`config.mk`:
```
export PLATFORM = sky130hd
export DESIGN_NAME = op_exec_responder
export DESIGN_NICKNAME = d
export VERILOG_FILES = /design/src/rtl/op_exec_responder.sv
export SDC_FILE = /design/constraint.sdc
export NUM_CORES = 1
export LEC_CHECK = 0
export CORE_UTILIZATION = 69
export DETAILED_ROUTE_END_ITERATION = 6
export GPL_TIMING_DRIVEN = 1
export PLACE_DENSITY_LB_ADDON = 0.15
export SYNTH_ARGS = -nofsm -noshare
export SYNTH_HDL_FRONTEND = slang
export SYNTH_SLANG_ARGS = --single-unit
```
`constraint.sdc`:
```
create_clock -name clk -period 13.9 [get_ports clk]
set_input_delay 2.78 -clock clk [delete_from_list [all_inputs] [get_ports clk]]
set_output_delay 2.78 -clock clk [all_outputs]
set_load 0.05 [all_outputs]
```
`src/rtl/op_exec_responder.sv`:
```
// Responder end of the start/done op handshake: latches one opcode plus operands,
// waits a condition/family dependent latency, then returns the result with a done pulse.
module op_exec_responder #(
  parameter int unsigned B2_LAT_BIN  = 1,
  parameter int unsigned B2_LAT_DEC  = 8,
  parameter int unsigned B2_LAT_DUO  = 6,
  parameter int unsigned B10_LAT_DEC = 1,
  parameter int unsigned B10_LAT_BIN = 6,
  parameter int unsigned B10_LAT_DUO = 6,
  parameter int unsigned B12_LAT_DUO = 1,
  parameter int unsigned B12_LAT_BIN = 6,
  parameter int unsigned B12_LAT_DEC = 8
) (
  input  logic        clk,
  input  logic        rst_n,
  input  logic        start,
  input  logic [1:0]  cond_sel,
  input  logic [3:0]  opcode,
  input  logic [15:0] op_a,
  input  logic [15:0] op_b,
  output logic        busy,
  output logic        done,
  output logic [15:0] result,
  output logic        err
);

  localparam logic [3:0] OP_BIN_ADD   = 4'd0;
  localparam logic [3:0] OP_BIN_SUB   = 4'd1;
  localparam logic [3:0] OP_BIN_MUL   = 4'd2;
  localparam logic [3:0] OP_DEC_ADD   = 4'd3;
  localparam logic [3:0] OP_DEC_SUB   = 4'd4;
  localparam logic [3:0] OP_DEC_MUL10 = 4'd5;
  localparam logic [3:0] OP_DUO_ADD12 = 4'd6;
  localparam logic [3:0] OP_DUO_SUB12 = 4'd7;
  localparam logic [3:0] OP_DUO_MUL3  = 4'd8;

  localparam logic [16:0] DEC_MOD = 17'd10000;
  localparam logic [16:0] DUO_MOD = 17'd20736;

  function automatic logic [15:0] f_clamp(input int unsigned v);
    return (v == 0) ? 16'd1 : ((v > 32'd65535) ? 16'hFFFF : v[15:0]);
  endfunction

  function automatic logic [15:0] f_min3(input logic [15:0] x, input logic [15:0] y,
                                         input logic [15:0] z);
    logic [15:0] m;
    m = (x < y) ? x : y;
    return (m < z) ? m : z;
  endfunction

  localparam logic [15:0] L_BIN0 = f_clamp(B2_LAT_BIN);
  localparam logic [15:0] L_BIN1 = f_clamp(B10_LAT_BIN);
  localparam logic [15:0] L_BIN2 = f_clamp(B12_LAT_BIN);
  localparam logic [15:0] L_DEC0 = f_clamp(B2_LAT_DEC);
  localparam logic [15:0] L_DEC1 = f_clamp(B10_LAT_DEC);
  localparam logic [15:0] L_DEC2 = f_clamp(B12_LAT_DEC);
  localparam logic [15:0] L_DUO0 = f_clamp(B2_LAT_DUO);
  localparam logic [15:0] L_DUO1 = f_clamp(B10_LAT_DUO);
  localparam logic [15:0] L_DUO2 = f_clamp(B12_LAT_DUO);
  localparam logic [15:0] L_BIN3 = f_min3(L_BIN0, L_BIN1, L_BIN2);
  localparam logic [15:0] L_DEC3 = f_min3(L_DEC0, L_DEC1, L_DEC2);
  localparam logic [15:0] L_DUO3 = f_min3(L_DUO0, L_DUO1, L_DUO2);

  typedef enum logic [1:0] {S_IDLE, S_EXEC, S_RESP} state_t;

  state_t      r_state, w_state_next;
  logic [15:0] r_cnt, w_cnt_next;
  logic [3:0]  r_op;
  logic [15:0] r_a, r_b;
  logic [15:0] r_result;
  logic        r_err;
  logic        w_accept;
  logic        w_finish;
  logic [15:0] w_lat;
  logic [15:0] w_res;
  logic        w_err;

  assign w_accept = start && (r_state != S_EXEC);
  assign w_finish = (r_state == S_EXEC) && (r_cnt <= 16'd1);

  // Latency is chosen from the incoming opcode/cond so the counter can load on accept.
  always_comb begin
    w_lat = 16'd1;
    unique case (opcode)
      OP_BIN_ADD, OP_BIN_SUB, OP_BIN_MUL: begin
        unique case (cond_sel)
          2'd0:    w_lat = L_BIN0;
          2'd1:    w_lat = L_BIN1;
          2'd2:    w_lat = L_BIN2;
          default: w_lat = L_BIN3;
        endcase
      end
      OP_DEC_ADD, OP_DEC_SUB, OP_DEC_MUL10: begin
        unique case (cond_sel)
          2'd0:    w_lat = L_DEC0;
          2'd1:    w_lat = L_DEC1;
          2'd2:    w_lat = L_DEC2;
          default: w_lat = L_DEC3;
        endcase
      end
      OP_DUO_ADD12, OP_DUO_SUB12, OP_DUO_MUL3: begin
        unique case (cond_sel)
          2'd0:    w_lat = L_DUO0;
          2'd1:    w_lat = L_DUO1;
          2'd2:    w_lat = L_DUO2;
          default: w_lat = L_DUO3;
        endcase
      end
      default: w_lat = 16'd1;
    endcase
  end

  logic [16:0] w_a17, w_b17, w_sum17, w_m10, w_m3;
  logic        w_dec_bad_a, w_dec_bad_b, w_duo_bad_a, w_duo_bad_b;

  assign w_a17       = {1'b0, r_a};
  assign w_b17       = {1'b0, r_b};
  assign w_sum17     = w_a17 + w_b17;
  assign w_m10       = (({w_a17[13:0], 3'b000}) + ({w_a17[15:0], 1'b0})) % DEC_MOD;
  assign w_m3        = ({w_a17[15:0], 1'b0}) + w_a17;
  assign w_dec_bad_a = (w_a17 >= DEC_MOD);
  assign w_dec_bad_b = (w_b17 >= DEC_MOD);
  assign w_duo_bad_a = (w_a17 >= DUO_MOD);
  assign w_duo_bad_b = (w_b17 >= DUO_MOD);

  always_comb begin
    logic [16:0] t;
    t     = 17'd0;
    w_res = 16'd0;
    w_err = 1'b0;
    unique case (r_op)
      OP_BIN_ADD: w_res = r_a + r_b;
      OP_BIN_SUB: w_res = r_a - r_b;
      OP_BIN_MUL: w_res = r_a[7:0] * r_b[7:0];
      OP_DEC_ADD: begin
        w_err = w_dec_bad_a || w_dec_bad_b;
        t     = (w_sum17 >= DEC_MOD) ? (w_sum17 - DEC_MOD) : w_sum17;
      end
      OP_DEC_SUB: begin
        w_err = w_dec_bad_a || w_dec_bad_b;
        t     = (w_a17 >= w_b17) ? (w_a17 - w_b17) : (w_a17 + DEC_MOD - w_b17);
      end
      OP_DEC_MUL10: begin
        w_err = w_dec_bad_a;
        t     = w_m10;
      end
      OP_DUO_ADD12: begin
        w_err = w_duo_bad_a || w_duo_bad_b;
        t     = (w_sum17 >= DUO_MOD) ? (w_sum17 - DUO_MOD) : w_sum17;
      end
      OP_DUO_SUB12: begin
        w_err = w_duo_bad_a || w_duo_bad_b;
        t     = (w_a17 >= w_b17) ? (w_a17 - w_b17) : (w_a17 + DUO_MOD - w_b17);
      end
      OP_DUO_MUL3: begin
        w_err = w_duo_bad_a;
        // 3a stays below 3*12^4, so at most two subtractions reduce it.
        if (w_m3 >= {DUO_MOD[15:0], 1'b0}) t = w_m3 - {DUO_MOD[15:0], 1'b0};
        else if (w_m3 >= DUO_MOD)          t = w_m3 - DUO_MOD;
        else                               t = w_m3;
      end
      default: w_err = 1'b1;
    endcase
    if (t != 17'd0) w_res = t[15:0];
    if (w_err)      w_res = 16'd0;
  end

  always_comb begin
    w_state_next = r_state;
    w_cnt_next   = r_cnt;
    unique case (r_state)
      S_IDLE, S_RESP: begin
        w_state_next = S_IDLE;
        if (w_accept) begin
          w_state_next = S_EXEC;
          w_cnt_next   = w_lat;
        end
      end
      S_EXEC: begin
        if (w_finish) w_state_next = S_RESP;
        else          w_cnt_next   = r_cnt - 16'd1;
      end
      default: w_state_next = S_IDLE;
    endcase
  end

  always_ff @(posedge clk or negedge rst_n) begin
    if (!rst_n) begin
      r_state <= S_IDLE;
      r_cnt   <= 16'd0;
    end else begin
      r_state <= w_state_next;
      r_cnt   <= w_cnt_next;
    end
  end

  always_ff @(posedge clk or negedge rst_n) begin
    if (!rst_n) begin
      r_op     <= 4'd0;
      r_a      <= 16'd0;
      r_b      <= 16'd0;
      r_result <= 16'd0;
      r_err    <= 1'b0;
    end else begin
      if (w_accept) begin
        r_op <= opcode;
        r_a  <= op_a;
        r_b  <= op_b;
      end
      if (w_finish) begin
        r_result <= w_res;
        r_err    <= w_err;
      end
    end
  end

  assign busy   = (r_state == S_EXEC);
  assign done   = (r_state == S_RESP);
  assign result = r_result;
  assign err    = r_err;

endmodule
```
==> results_dict.tcl, run 1 <==
set metrics [dict create \
    hold-path-endpoint "result[9]" \
    yosys-top-cells-area "ha_1 15%, dfrtp_1 13%, fa_1 7.8%" \
    min_path_type "reg -> reg" \
    reg2reg_depth 21 \
    dpl_cell_area_um2 14900 \
    fin_nets 2051 \
    drc 0 \
    via_count 14100 \
    cts-root-buf "clkbuf_16" \
    fin_area_um2 15200 \
    synth_area_per_cell_um2 8.06 \
    cts_sinks 71 \
    gp_congestion 1.01 \
    setup.worst_path.end_class "register" \
    synthCells 1761 \
    min-delay-start "result[9]" \
    core_area_um2 20200 \
    dr.pass1.iters 6 \
    crit_cells 21 \
    ys_seq_area_share_pct 12.5 \
    tns_ps 0 \
    synth_top_area_cell "ha_1" \
    chipWidth_um 145 \
    post_cts_resized 0 \
    grtUsageTotal_pct 42.7 \
    drtIter0Drc 1361 \
    max_slew_margin_pct 24.0 \
    critical_path.max_stage_delay_ps 850 \
    critPathLaunchType "register" \
    die_h_um 145 \
    path_buf_inv 1 \
    clk_latency_ps 360 \
    clkTransAtPathRegs_ps 60 \
    period_share_pct 52.9 \
    layout_common_cells "170 x ha_1, 164 x inv_1, 147 x nor2_1, 145 x nand2_1, 116 x a21oi_1" \
    grt_max_degree 58 \
    skew_ps 14.0 \
    synth-main-ff-cell "dfrtp_1" \
    worst_slew_pin_slew_ps 1130 \
    rsz0062_at_grt "no" \
    drv_cap 0 \
    viasPerCell 6.85 \
    ant_nets 0 \
    ys_async_sr_fraction_pct 100 \
    layout-drive-gt1-share_pct 7.93 \
    outcome "completed" \
    setup_slack_ps 6550 \
    cts_max_path_buffers 2 \
    cp_max_fo 16 \
    numCtsBuffers 9 \
    wl_per_cell_um 21.7 \
    synth_fp_nets 2027 \
    grt_remaining_overflow 0 \
    grt_first_pass_wirelength_um 71600 \
    antenna_cells 0 \
    syn_to_final_growth_pct 6.89 \
    critPathSlowestCell "fa_1" \
    hold_viol_final 0 \
    grt_pass1_vias 13600 \
    r2r-end "result[5]" \
    grt_antenna_before_repair 0 \
    yosysTopAreaCellShare_pct 15.0 \
    slew_violations 0 \
    die-area_um2 21200 \
    ys_ff_latch 71 \
    crit_chain "inv_1 -> fa_1 -> nand3b_1 -> or3_1 -> a21oi_1 -> nor3_1 -> o21ai_2 -> and4_1 -> a211o_2 -> nand4_2 -> nor2_1 -> o211ai_1 -> nor3b_4 -> o21ai_2 -> o21ai_0 -> a31o_4 -> o311ai_4 -> a22oi_1 -> xor2_1 -> a211oi_1 -> o21ai_1" \
    post-route-min-period_ps 7350 \
    yosys_warnings 0 \
    critical_path_arrival_ps 7570 \
    synth_cell_types 122 \
    crit_required_ps 14120 \
    rrSetupSlack_ps 6550 \
    synth_edf_count 0 \
    pre_cts_ws_ps 6760 \
    hpwl_um 35600 \
    setup_viol 0 \
    fmax_mhz 136 \
    critPathTopFamily "compound AO/OA/AOI/OAI gates" \
    fillers 1529 \
    num_rows 52 \
    wl_um 44800 \
    final_common_cell "ha_1" \
    cts_tree "yes" \
    netlist_area_um2 14200 \
    holdBufCountCts 0 \
    min_path_cells 1 \
    worstSetupPathType "reg -> reg" \
    io_buffers 59 \
    crit_top_cell "o21ai_2" \
    start_util_pct 70.2 \
    regToRegStartpoint "r_a[1]" \
    cts_max_level 3 \
    postCtsSetupBuffers 0 \
    io_pins 60 \
]
[layer usage]
metal	routed length, um	global-route usage (%)
met4	2400	20.1
met5	0	0
met3	4710	7.74
met2	20000	68.7
met1	17700	55.8
[synthesized netlist by cell type, types with 6 or more instances]
| cell | n |
|---|---|
| ha_1 | 170 |
| inv_1 | 164 |
| nor2_1 | 147 |
| nand2_1 | 145 |
| a21oi_1 | 116 |
| xnor2_1 | 113 |
| dfrtp_1 | 71 |
| o21ai_0 | 65 |
| fa_1 | 55 |
| a21o_1 | 39 |
| mux2_2 | 39 |
| nor3_1 | 37 |
| nand3_1 | 36 |
| xor2_1 | 36 |
| clkbuf_1 | 33 |
| a31oi_1 | 32 |
| o21bai_1 | 25 |
| o211ai_1 | 21 |
| a211oi_1 | 19 |
| a22oi_1 | 19 |
| nor4_1 | 18 |
| or3_1 | 16 |
| nand2b_1 | 15 |
| o22ai_1 | 14 |
| and2_1 | 13 |
| o31ai_1 | 13 |
| a221oi_1 | 12 |
| mux2i_1 | 12 |
| nor2b_1 | 12 |
| nand4_1 | 11 |
| o21a_1 | 11 |
| o21ai_1 | 10 |
| nand3b_1 | 9 |
| nor3b_1 | 8 |
| a21boi_0 | 7 |
| and3_1 | 7 |
| o211a_1 | 7 |
| o31a_1 | 7 |
| or2_2 | 7 |
| buf_6 | 6 |
| nor4b_1 | 6 |
| o21ai_2 | 6 |
[worst max path at each step]
stage	from	end
2_1_floorplan	r_a[1]	result[12]
3_3_place_gp	r_a[1]	result[5]
3_5_place_dp	r_a[1]	result[5]
4_1_cts	r_a[1]	result[5]
5_1_grt	r_a[1]	result[13]
6_report	r_a[1]	result[5]
[sequential cells by signal, summed over array words and instances, names as in the netlist]
signal   cells
err          1
r_a         16
r_b         16
r_cnt       16
r_op         4
r_state      2
result      16
[layout make-up]
| type | instances | area [um2] | area share (%) |
|---|---|---|---|
| Tap cell | 270 | 338 | 2.23 |
| Clock inverter | 6 | 42.5 | 0.280 |
| Sequential cell | 71 | 1780 | 11.7 |
| Inverter | 167 | 627 | 4.13 |
| Timing Repair Buffer | 70 | 671 | 4.42 |
| Multi-Input combinational cell | 1466 | 11500 | 75.7 |
| Clock buffer | 10 | 239 | 1.57 |
[stage by stage]
step                      std cells  hold WS, ps  utilization (%)
after detailed placement       2044          472             73.6
after CTS                      2060          487             75.0
after floorplan                1761          497                -
final                          2060          484             75.0
after global placement         2044          454             73.6
after global routing           2060          495             75.0
[worst reg2reg max path, stage by stage, from the launching register on]
cell and delay (ps):
dfrtp_1 770, inv_1 370, fa_1 850, nand3b_1 290
or3_1 410, a21oi_1 370, nor3_1 140, o21ai_2 260
and4_1 230, a211o_2 100, nand4_2 120, nor2_1 780
o211ai_1 230, nor3b_4 240, o21ai_2 410, o21ai_0 240
a31o_4 320, o311ai_4 370, a22oi_1 180, xor2_1 180
a211oi_1 250, o21ai_1 90
[kinds of logic after synthesis]
| family | count (synthesis) | synth area share, % |
|---|---|---|
| multiplexers | 54 | 4.24 |
| AND/OR/NAND/NOR | 520 | 18.2 |
| buffers and inverters | 224 | 6.72 |
| AO/OA/AOI/OAI | 518 | 26.4 |
| flip-flops | 71 | 12.5 |
| XOR/XNOR | 149 | 9.19 |
| adder cells (fa/ha/maj) | 225 | 22.7 |
Power of run 1 is left out: the tool's default activity adds up to more than one toggle a clock period on the data nets, which glitch-free logic cannot reach.
==> run 2: changes to the inputs <==
--- a/config.mk
+++ b/config.mk
@@ -5,7 +5,7 @@
 export SDC_FILE = /design/constraint.sdc
 export NUM_CORES = 1
 export LEC_CHECK = 0
-export CORE_UTILIZATION = 69
+export CORE_UTILIZATION = 58
 export DETAILED_ROUTE_END_ITERATION = 6
 export GPL_TIMING_DRIVEN = 1
 export PLACE_DENSITY_LB_ADDON = 0.15
==> constraint.sdc (replaced) <==
create_clock -name clk -period 6.7 [get_ports clk]
set_input_delay 1.34 -clock clk [delete_from_list [all_inputs] [get_ports clk]]
set_output_delay 1.34 -clock clk [all_outputs]
set_load 0.05 [all_outputs]
==> run 2 against run 1 <==
Against the previous run: core utilization shrank 9.5 points; first-iteration DRC count up 14%; clock skew fell by 0.67 ps; sequential share of layout area shrank 0.29 points; non-clock buffer count increased by 36; critical endpoint is now result[13].
==> results_dict.tcl, run 2 (same netlist as run 1, synthesis figures left out) <==
set metrics [dict create \
    outcome "completed" \
    die_h_um 158 \
    grt_max_degree 50 \
    dr.pass1.iters 6 \
    drtIter0Drc 1549 \
    cts_tree "yes" \
    skew_ps 13.4 \
    min_path_cells 2 \
    final_common_cell "ha_1" \
    wl_per_cell_um 21.8 \
    tns_ps 0 \
    grt_first_pass_wirelength_um 72600 \
    fin_nets 2087 \
    setup.worst_path.end_class "register" \
    clk_latency_ps 370 \
    reg2reg_depth 25 \
    path_buf_inv 2 \
    post-route-min-period_ps 6390 \
    critical_path.max_stage_delay_ps 470 \
    dr.max_layer_used "met4" \
    fillers 2082 \
    core_area_um2 23800 \
    setup_viol 0 \
    critPathTopFamily "compound AO/OA/AOI/OAI gates" \
    cts-root-buf "clkbuf_16" \
    layout_common_cells "170 x ha_1, 164 x inv_1, 147 x nor2_1, 145 x nand2_1, 116 x a21oi_1" \
    gp_congestion 1.06 \
    slew_violations 0 \
    viasPerCell 6.51 \
    cts_max_path_buffers 2 \
    die-area_um2 25100 \
    cts_sinks 71 \
    wl_um 46700 \
    layout-drive-gt1-share_pct 9.91 \
    fmax_mhz 157 \
    min_path_type "reg -> reg" \
    io_pins 60 \
    chipWidth_um 158 \
    start_util_pct 59.8 \
    regToRegStartpoint "r_a[1]" \
    cts_max_level 3 \
    period_share_pct 95.3 \
    drv_cap 0 \
    max_slew_margin_pct 28.9 \
    grt_pass1_vias 13200 \
    grt_antenna_before_repair 0 \
    critPathSlowestCell "dfrtp_1" \
    crit_required_ps 6940 \
    num_rows 56 \
    antenna_cells 0 \
    dr_wl_met3_um 5000 \
    via_count 14000 \
    worst_slew_pin_slew_ps 1060 \
    cp_max_fo 10 \
    hpwl_um 37200 \
    critical_path_arrival_ps 6620 \
    wl_met2_um 20200 \
    r2r-end "result[13]" \
    grt_remaining_overflow 0 \
    rrSetupSlack_ps 310 \
    numCtsBuffers 9 \
    holdBufCountCts 0 \
    grtUsageTotal_pct 38.2 \
    ant_nets 0 \
    drc 0 \
    min-delay-start "result[15]" \
    routedLengthMet1_um 19400 \
    worstSetupPathType "reg -> reg" \
    clkTransAtPathRegs_ps 70 \
    io_buffers 59 \
    critPathLaunchType "register" \
    syn_to_final_growth_pct 9.63 \
    rsz0062_at_grt "no" \
    hold_viol_final 0 \
    hold-path-endpoint "result[15]" \
]
-- run 2: changes by cell type in the layout (fill, tap and decap cells not counted), sizes merged --
cell,change
clkbuf,-1
clkinv,-2
buf,+36
clkinvlp,+1
inv,+2
-- run 2: per-stage QoR --
| stage | hold WS (ps) | instances | setup WS [ps] | utilization [%] | area (um2) |
|---|---|---|---|---|---|
| 2_1_floorplan | 497 | 1761 | 757 | - | 14200 |
| 3_3_place_gp | 452 | 2126 | 507 | 64.0 | 15200 |
| 3_5_place_dp | 462 | 2126 | 353 | 64.0 | 15200 |
| 4_1_cts | 476 | 2142 | 331 | 65.2 | 15500 |
| 5_1_grt | 489 | 2145 | 27.4 | 65.5 | 15600 |
| 6_report | 471 | 2145 | 313 | 65.5 | 15600 |
-- run 2: repair_timing --
| item | 4_1_cts | 5_1_grt |
|---|---|---|
| setup endpoints to repair | 0 | 11 |
| gates resized for setup | 0 | 9 |
| buffers inserted | 0 | 3 |
-- run 2: routing by layer --
layer,up-vias,global-route usage [%]
met5,-,0
met4,0,17.3
met3,146,8.49
met2,723,59.4
met1,6644,50.5
li1,6450,-
-- run 2: worst reg2reg max path, delay by kind of cell, from the launching register on --
kind,cells,cell delay (ps)
compound gates,11,2620
simple gates,7,1270
fa+ha+maj,3,990
xor+xnor,2,500
flops,1,470
buf+inv,2,420
-- run 2: worst max-delay path by stage --
stage                 end   start  cells past startpoint  slack, ps
2_1_floorplan  result[12]  r_a[1]                     22        760
5_1_grt         result[5]  r_a[0]                     22         30
3_5_place_dp    result[4]  r_a[0]                     23        350
4_1_cts        result[13]  r_a[1]                     25        330
6_report       result[13]  r_a[1]                     25        310
3_3_place_gp   result[13]  r_a[1]                     25        510
-- run 2: area by class of cell --
class                   count  area [um2]  share of cell area (%)
well taps                 319         399                    2.56
inverters                 167         627                    4.03
repair buffers            106         953                    6.13
clock buffers               9         225                    1.45
flip-flops and latches     71        1780                    11.4
multi-input cells        1466       11500                    74.0
clock inverters             7        62.6                   0.402
Power of run 2 is left out for the same reason.
==> run 3: changes to the inputs <==
--- a/config.mk
+++ b/config.mk
@@ -5,6 +5,7 @@
 export SDC_FILE = /design/constraint.sdc
 export NUM_CORES = 1
 export LEC_CHECK = 0
+export ABC_AREA = 1
 export CORE_UTILIZATION = 58
 export DETAILED_ROUTE_END_ITERATION = 6
 export GPL_TIMING_DRIVEN = 1
@@ -12,3 +13,4 @@
 export SYNTH_ARGS = -nofsm -noshare
 export SYNTH_HDL_FRONTEND = slang
 export SYNTH_SLANG_ARGS = --single-unit
+export TNS_END_PERCENT = 1
==> run 3 against run 2 <==
Against the previous run: core utilization shrank 0.64 points; synthesized cell count rose by 29%; fmax rose by 2.8%; critical endpoint is now result[0].
==> results_dict.tcl, run 3 <==
set metrics [dict create \
    wl_um 48300 \
    layout-drive-gt1-share_pct 6.86 \
    syn_to_final_growth_pct 9.86 \
    min_path_type "reg -> reg" \
    crit_top_cell "nand2_1" \
    post-route-min-period_ps 6220 \
    holdBufCountCts 0 \
    fillers 2314 \
    crit_required_ps 6950 \
    synth-adder-area-share_pct 22.6 \
    numCtsBuffers 9 \
    cts_sinks 71 \
    outcome "completed" \
    worstSetupPathType "reg -> reg" \
    io_pins 60 \
    synth-simple-area-share_pct 32.2 \
    period_share_pct 92.8 \
    critPathSlowestCell "dfrtp_1" \
    synth_cell_types 58 \
    grt_first_pass_wirelength_um 76000 \
    ys_async_sr_fraction_pct 100 \
    start_util_pct 59.1 \
    yosys_warnings 0 \
    wl_per_cell_um 18.1 \
    die_h_um 159 \
    setup_viol 0 \
    cts_max_level 3 \
    tns_ps 0 \
    netlist_area_um2 14300 \
    synth_top_area_cell "ha_1" \
    synth_area_per_cell_um2 6.30 \
    core_area_um2 24200 \
    die-area_um2 25300 \
    viasPerCell 5.70 \
    antenna_cells 0 \
    critical_path_arrival_ps 6470 \
    grtUsageTotal_pct 38.1 \
    drtIter0Drc 1605 \
    setup.worst_path.end_class "register" \
    synth_top_family_by_area "simple AND/OR/NAND/NOR gates" \
    synth_mux_area_share_pct 0 \
    grt_pass1_vias 14200 \
    yosysTopAreaCellShare_pct 14.9 \
    ant_nets 0 \
    skew_ps 19.9 \
    synth_compound_area_share_pct 14.7 \
    grt_max_degree 73 \
    yosys-top-cells-area "ha_1 15%, nand2_1 14%, dfrtp_1 12%" \
    rsz0062_at_grt "no" \
    via_count 15200 \
    postCtsSetupBuffers 0 \
    drc 0 \
    grt_remaining_overflow 0 \
    drv_cap 0 \
    critPathLaunchType "register" \
    hpwl_um 39400 \
    io_buffers 59 \
    critical_path.max_stage_delay_ps 800 \
    max_slew_margin_pct 30.4 \
    clk_latency_ps 370 \
    ys_seq_area_share_pct 12.4 \
    synth.most_common_cell "nand2_1" \
    cp_max_fo 13 \
    ys_ff_latch 71 \
    synth-main-ff-cell "dfrtp_1" \
    worst_slew_pin_slew_ps 1040 \
    slew_violations 0 \
    synth_fp_nets 2542 \
    cts_max_path_buffers 2 \
    gp_congestion 0.984 \
    fin_nets 2608 \
    hold_viol_final 0 \
    synthCells 2275 \
    cts_tree "yes" \
    clkTransAtPathRegs_ps 80 \
    chipWidth_um 159 \
    fmax_mhz 161 \
    synth_edf_count 0 \
    final_common_cell "nand2_1" \
    dr.pass1.iters 6 \
    grt_antenna_before_repair 1 \
    num_rows 57 \
    synth_common_cells "526 x nand2_1, 388 x inv_1, 239 x nor2_1" \
    cts-root-buf "clkbuf_16" \
    layout_common_cells "525 x nand2_1, 388 x inv_1, 239 x nor2_1, 171 x ha_1, 152 x a21oi_1" \
    synth-xor-area-share_pct 5.68 \
]
[run 3: changes by cell type in the layout (fill, tap and decap cells not counted), moves of 42 or more]
cell,delta
nand3_1,+99
nor2_1,+92
o21ai_0,+62
nand2_1,+380
inv_1,+224
xor2_1,+42
xnor2_1,-100
[run 3: final timing paths]
kind                                 from         to  slack (ps)  cells after the start
worst min-delay path            result[2]  result[2]         490                      2
worst max-delay path               r_b[3]  result[0]         480                     32
worst min register to register  result[2]  result[2]         490                      2
worst max register to register     r_b[3]  result[0]         480                     32
max in group asynchronous           rst_n     r_a[6]        4850                      1
min in group asynchronous           rst_n   r_cnt[6]        1140                      1
[run 3: kinds of logic (layout without fill, tap and decap cells)]
group,Yosys count,in the layout
AND/OR/NAND/NOR,1052,1052
adder cells (fa/ha/maj),226,226
buffers and inverters,463,534
XOR/XNOR,92,92
flip-flops,71,71
AO/OA/AOI/OAI,371,371
[run 3: critical path: cells and delay by family, from the launching register on]
| family | cells | cell delay, ps |
|---|---|---|
| and+or+nand+nor | 15 | 2240 |
| AOI/OAI and AO/OA | 11 | 1870 |
| buffers and inverters | 5 | 800 |
| DFF | 1 | 800 |
| adders and majority gates | 1 | 390 |
[run 3: metal layers]
metal	vias to the layer above	track usage (%)	wire length, um
li1	7398	-	-
met5	-	0	8
met3	111	4.48	4030
met1	7011	50.7	20300
met2	685	63.5	22200
met4	2	14.4	1780
[run 3: what timing repair did]
action | CTS | global route
setup endpoints to repair | 0 | 2
endpoints found under the hold margin | 0 | 0
resized for setup | 0 | 1
[run 3: final cells by class]
cell class | count | area, um2 | area share (%)
Clock buffer | 9 | 225 | 1.43
Sequential cell | 71 | 1780 | 11.3
Inverter | 413 | 1550 | 9.85
Timing Repair Buffer | 105 | 933 | 5.93
Multi-Input combinational cell | 1741 | 10800 | 68.5
Tap cell | 324 | 405 | 2.58
Clock inverter | 7 | 63.8 | 0.406
[run 3: through the flow]
step / cell area, um2 / utilization, % / std cells / hold slack, ps / setup WS, ps
2_1_floorplan: 14300 / - / 2275 / 475 / 1260
3_3_place_gp: 15400 / 63.7 / 2654 / 465 / 764
3_5_place_dp: 15400 / 63.7 / 2654 / 465 / 621
4_1_cts: 15700 / 64.9 / 2670 / 491 / 625
5_1_grt: 15700 / 64.9 / 2670 / 506 / 3.35
6_report: 15700 / 64.9 / 2670 / 487 / 485
Power of run 3 is left out for the same reason.
